[src/rtl/phase_meas_sched.sv]
`timescale 1ns/1ps
// Measurement scheduler: per enabled channel pair runs clear, gate window, settle, latch,
// then offers the captured count on a valid/ready port before moving to the next pair.
module phase_meas_sched #(
  parameter int GATE_CYCLES   = 100_000_000,
  parameter int SETTLE_CYCLES = 10,
  parameter int NUM_PAIRS     = 4,
  parameter int SEL_W         = 2
) (
  input  logic                 sys_clk,
  input  logic                 rst_n,
  input  logic                 start,
  input  logic                 abort,
  input  logic                 continuous,
  input  logic [NUM_PAIRS-1:0] pair_mask,
  input  logic [31:0]          cnt_in,
  output logic                 gate,
  output logic                 clr,
  output logic                 latch,
  output logic [SEL_W-1:0]     pair_sel,
  output logic [31:0]          result_data,
  output logic [SEL_W-1:0]     result_pair,
  output logic                 result_valid,
  input  logic                 result_ready,
  output logic                 busy,
  output logic                 scan_done
);

  typedef enum logic [2:0] {IDLE, CLEAR, GATE, SETTLE, LATCH, OUTPUT} state_t;

  state_t               state;
  logic [NUM_PAIRS-1:0] mask_r;
  logic [31:0]          gate_cnt;
  logic [31:0]          settle_cnt;
  logic [SEL_W:0]       nxt;

  function automatic logic [SEL_W-1:0] lowest_bit(input logic [NUM_PAIRS-1:0] m);
    logic [SEL_W-1:0] idx;
    idx = '0;
    for (int i = NUM_PAIRS - 1; i >= 0; i--)
      if (m[i]) idx = SEL_W'(i);
    return idx;
  endfunction

  // Returns {found, index} of the lowest set bit strictly above cur.
  function automatic logic [SEL_W:0] next_bit(input logic [NUM_PAIRS-1:0] m,
                                              input logic [SEL_W-1:0] cur);
    logic [SEL_W-1:0] idx;
    logic             found;
    idx   = '0;
    found = 1'b0;
    for (int i = NUM_PAIRS - 1; i >= 0; i--)
      if (m[i] && (i > int'(cur))) begin
        found = 1'b1;
        idx   = SEL_W'(i);
      end
    return {found, idx};
  endfunction

  assign nxt = next_bit(mask_r, pair_sel);

  always_ff @(posedge sys_clk or negedge rst_n) begin
    if (!rst_n) begin
      state        <= IDLE;
      mask_r       <= '0;
      gate_cnt     <= '0;
      settle_cnt   <= '0;
      gate         <= 1'b0;
      clr          <= 1'b0;
      latch        <= 1'b0;
      pair_sel     <= '0;
      result_data  <= '0;
      result_pair  <= '0;
      result_valid <= 1'b0;
      busy         <= 1'b0;
      scan_done    <= 1'b0;
    end else if (abort) begin
      // Abort wins over start and over a handshake in the same cycle.
      state        <= IDLE;
      gate         <= 1'b0;
      clr          <= 1'b0;
      latch        <= 1'b0;
      result_valid <= 1'b0;
      busy         <= 1'b0;
      scan_done    <= 1'b0;
    end else begin
      scan_done <= 1'b0;
      case (state)
        IDLE: begin
          if (start && (pair_mask != '0)) begin
            mask_r   <= pair_mask;
            pair_sel <= lowest_bit(pair_mask);
            clr      <= 1'b1;
            busy     <= 1'b1;
            state    <= CLEAR;
          end
        end
        CLEAR: begin
          clr      <= 1'b0;
          gate     <= 1'b1;
          gate_cnt <= 32'(GATE_CYCLES - 1);
          state    <= GATE;
        end
        GATE: begin
          if (gate_cnt == '0) begin
            gate       <= 1'b0;
            settle_cnt <= 32'(SETTLE_CYCLES - 1);
            state      <= SETTLE;
          end else begin
            gate_cnt <= gate_cnt - 32'd1;
          end
        end
        SETTLE: begin
          if (settle_cnt == '0) begin
            latch <= 1'b1;
            state <= LATCH;
          end else begin
            settle_cnt <= settle_cnt - 32'd1;
          end
        end
        LATCH: begin
          latch        <= 1'b0;
          result_data  <= cnt_in;
          result_pair  <= pair_sel;
          result_valid <= 1'b1;
          state        <= OUTPUT;
        end
        OUTPUT: begin
          if (result_ready) begin
            result_valid <= 1'b0;
            if (nxt[SEL_W]) begin
              pair_sel <= nxt[SEL_W-1:0];
              clr      <= 1'b1;
              state    <= CLEAR;
            end else if (continuous) begin
              pair_sel <= lowest_bit(mask_r);
              clr      <= 1'b1;
              state    <= CLEAR;
            end else begin
              busy      <= 1'b0;
              scan_done <= 1'b1;
              state     <= IDLE;
            end
          end
        end
        default: state <= IDLE;
      endcase
    end
  end

endmodule

[config.mk]
export PLATFORM = sky130hd
export DESIGN_NAME = phase_meas_sched
export DESIGN_NICKNAME = d
export VERILOG_FILES = /design/src/rtl/phase_meas_sched.sv
export SDC_FILE = /design/constraint.sdc
export NUM_CORES = 1
export LEC_CHECK = 0
export ABC_AREA = 1
export CORE_UTILIZATION = 45
export CTS_BUF_LIST = sky130_fd_sc_hd__clkbuf_8
export DETAILED_ROUTE_END_ITERATION = 8
export PLACE_DENSITY = 0.78
export SLEW_MARGIN = 20
export SYNTH_ARGS = -nofsm -noshare
export SYNTH_HDL_FRONTEND = slang
export SYNTH_SLANG_ARGS = --single-unit
[constraint.sdc]
create_clock -name sys_clk -period 5.2 [get_ports sys_clk]
set_clock_uncertainty 0.1 [all_clocks]
set_input_delay 1.56 -clock sys_clk [delete_from_list [all_inputs] [get_ports sys_clk]]
set_output_delay 1.56 -clock sys_clk [all_outputs]
set_load 0.02 [all_outputs]
==> results.py <==
metrics = {
    "run_status": {
        "status": "completed",
    },
    "power_and_ir_drop": {
        "powerDensity_nw_per_um2": 534,
        "power.total_w": 0.00419,
        "netSwitchingPower_w": 0.00188,
        "internal_power_w": 0.00231,
        "pwr-share-seq_pct": 33.9,
        "ir_worst_vdd_mv": 0.224,
        "power_frac_clock_pct": 16.0,
        "p_leak_nw": 3.83,
        "combinationalPowerShare_pct": 50.1,
        "p_sw_share_pct": 44.8,
    },
    "place": {
        "pre_cts_slack_ps": 1430,
        "dpl.hpwl_um": 10800,
        "portBuffers": 83,
        "place_congestion": 0.915,
    },
    "grt": {
        "grt_pass1_wl_um": 25600,
        "antenna_found_initial": 0,
        "grt_pass1_vias": 5489,
        "grt_use_total_pct": 21.5,
        "gr-total-overflow": 0,
        "grt_max_degree": 68,
    },
    "timing": {
        "setup_tns_ps": 0,
        "finalSetupViolCount": 0,
        "tightest_slew_ps": 856,
        "fmaxAchievable_mhz": 301,
        "relSlewSlack_pct": 43.0,
        "rsz0062_at_grt": "no",
        "slew_violations": 0,
        "worst_slack_ps": 1880,
        "fin_crit_sh_pct": 63.9,
        "holdWs_ps": 379,
        "fin_crit_ps": 3320,
        "final-hold-violation-count": 0,
    },
    "cells_and_area": {
        "regArea_um2": 2830,
        "drive_above_1_share_pct": 11.5,
        "fillers": 1334,
        "syn_to_final_growth_pct": 18.7,
        "fin_nets": 1016,
        "multi_input_area_um2": 3430,
        "n_antenna_cell": 0,
    },
    "die": {
        "num_rows": 43,
        "die-area_um2": 15200,
        "coreArea_um2": 14100,
        "start_util_pct": 46.9,
        "die_h_um": 123,
        "io_pins": 84,
        "chipWidth_um": 123,
    },
    "route": {
        "first_pass_iters": 5,
        "drc_errors": 0,
        "vias_per_cell": 5.01,
        "drt.antenna.violating_nets": 0,
        "route.final.wire_length_um": 15100,
        "via_count": 5832,
        "drtIter0Drc": 347,
        "wl_per_cell_um": 13.0,
    },
    "clocking": {
        "cts_tree": "built",
        "cts.reportedPaths.clkPinSlew_ps": 60,
        "htree_num_levels": 4,
        "numCtsBuffers": 17,
        "clockBufferDepth": 2,
        "cts.sinks": 113,
        "ctsResizeCount": 0,
        "holdBufCountCts": 0,
        "clock_latency_ps": 440,
        "cts-root-buf": "clkbuf_8",
        "cts_setup_buffers": 0,
    },
    "worst_setup_path": {
        "r2r_end": "state[2]",
        "crit_type": "in -> reg",
        "worstSetupEndpointType": "flip-flop",
        "ff2ff_path_depth": 7,
        "worstSetupEndpoint": "settle_cnt[9]",
        "cp-start-kind": "input port",
        "critPathLaunch": "abort",
        "cp_data_required_time_ps": 5470,
        "r2r-start": "state[0]",
        "cp.arrival_ps": 3590,
        "critPathMaxFanout": 45,
        "regToRegSetupSlack_ps": 2340,
    },
    "synth": {
        "syn-num-nets": 930,
        "synthDistinctLibCells": 38,
        "synth-edff-count": 0,
        "ys.flop_type": "dfrtp_1",
        "synth_top_area_cell": "dfrtp_1",
        "synth_area_leaders": "dfrtp_1 (43%), nand2_1 (16%), nor2_1 (9.1%)",
        "syn_inst": 886,
        "yosysWarnings": 0,
        "async_reset_ff_share_pct": 100,
        "avgSynthCellArea_um2": 7.47,
        "synth_top_area_share_pct": 42.7,
        "synth.cell_area_um2": 6620,
        "synth_seq_area_share_pct": 42.7,
        "synth-seq-cells": 113,
    },
    "worst_hold_path": {
        "min_path_cells": 2,
        "holdCritPathClass": "reg -> reg",
    },
    "job": {
        "cap_violations": 0,
    },
}
[per-stage QoR]
stage	instances	instance area, um^2	util (%)
2_1_floorplan	886	6620	-
3_3_place_gp	1133	7550	53.6
3_5_place_dp	1133	7550	53.6
4_1_cts	1163	7850	55.7
5_1_grt	1163	7850	55.7
6_report	1163	7850	55.7
[worst max-delay path, cell delays in order]
cell	delay, ps
clkdlybuf4s50_1	470
inv_1	320
nand3_1	160
inv_1	120
nand3_4	410
inv_6	370
nand2_1	80
nand2_1	70
[cell usage after synthesis (2+ instances only)]
library cell / count
mux2_2: 32
ha_1: 2
buf_2: 7
nor3_1: 4
nand2_1: 283
nor3b_1: 3
o21bai_1: 12
inv_1: 51
nor2_2: 10
xor2_1: 16
inv_2: 3
a21oi_1: 9
a31oi_1: 2
nand2_2: 15
xnor2_1: 3
buf_4: 2
dfrtp_1: 113
nand3_1: 58
o21ai_0: 30
buf_6: 6
nand2_4: 3
nand4_1: 10
nor2_1: 160
clkbuf_1: 4
or2_2: 10
o21ai_1: 24
nor2_4: 3
[layout by cell type (no fill, tap or decap), types with 12 or more instances in the layout]
| cell | synthesis | routed |
|---|---|---|
| nand2_1 | 283 | 283 |
| nor2_1 | 160 | 160 |
| dfrtp_1 | 113 | 113 |
| clkdlybuf4s50_1 | 0 | 82 |
| nand3_1 | 58 | 58 |
| inv_1 | 51 | 56 |
| mux2_2 | 32 | 32 |
| o21ai_0 | 30 | 30 |
| o21ai_1 | 24 | 24 |
| clkbuf_8 | 0 | 18 |
| xor2_1 | 16 | 16 |
| nand2_2 | 15 | 15 |
| o21bai_1 | 12 | 12 |
[power by group through the flow]
stage               Sequential [W]  Combinational (W)  Clock (W)
global route               0.00146            0.00235   0.000735
CTS                        0.00142            0.00211   0.000697
floorplan                  0.00155            0.00135          0
global placement           0.00142            0.00206          0
finish                     0.00142            0.00210   0.000672
detailed placement         0.00143            0.00210          0
[final cells by class]
class                   instances  area share, %
well taps                     180           2.87
inverters                      55           2.69
clock inverters                12          0.733
flip-flops and latches        113           36.0
repair buffers                 87           10.9
multi-input cells             698           43.6
clock buffers                  18           3.15
[sequential cells by signal, summed over array words and instances (netlist names)]
name / count
busy: 1
state: 3
gate: 1
pair_sel: 2
result_valid: 1
result_data: 32
scan_done: 1
result_pair: 2
settle_cnt: 32
gate_cnt: 32
clr: 1
mask_r: 4
latch: 1
[metal layers]
metal / vias up / GRT usage (%) / wire length (um)
li1: 2993 / - / -
met1: 2704 / 28.3 / 7090
met2: 118 / 34.9 / 7110
met3: 17 / 5.26 / 663
met4: 0 / 6.63 / 218
met5: - / 0 / 0
[cell families (layout without fill, tap and decap cells)]
logic type / Yosys count / after routing / synth area share [%]
DFF: 113 / 113 / 42.7
muxes: 32 / 32 / 5.45
AOI/OAI and AO/OA: 82 / 82 / 7.03
xor gates and xnor gates: 19 / 19 / 2.51
buffers and inverters: 75 / 172 / 5.50
and+or+nand+nor: 563 / 563 / 36.4
adders and majority gates: 2 / 2 / 0.378
[worst min-delay path by stage]
stage                       start       endpoint  slack, ps
detailed placement           busy           busy        360
global placement             busy           busy        360
floorplan           settle_cnt[0]  settle_cnt[0]        340
finish                       busy           busy        380
global route        settle_cnt[0]  settle_cnt[0]        400
CTS                          busy           busy        380
Note: power is estimated with default switching activity, not from simulation.
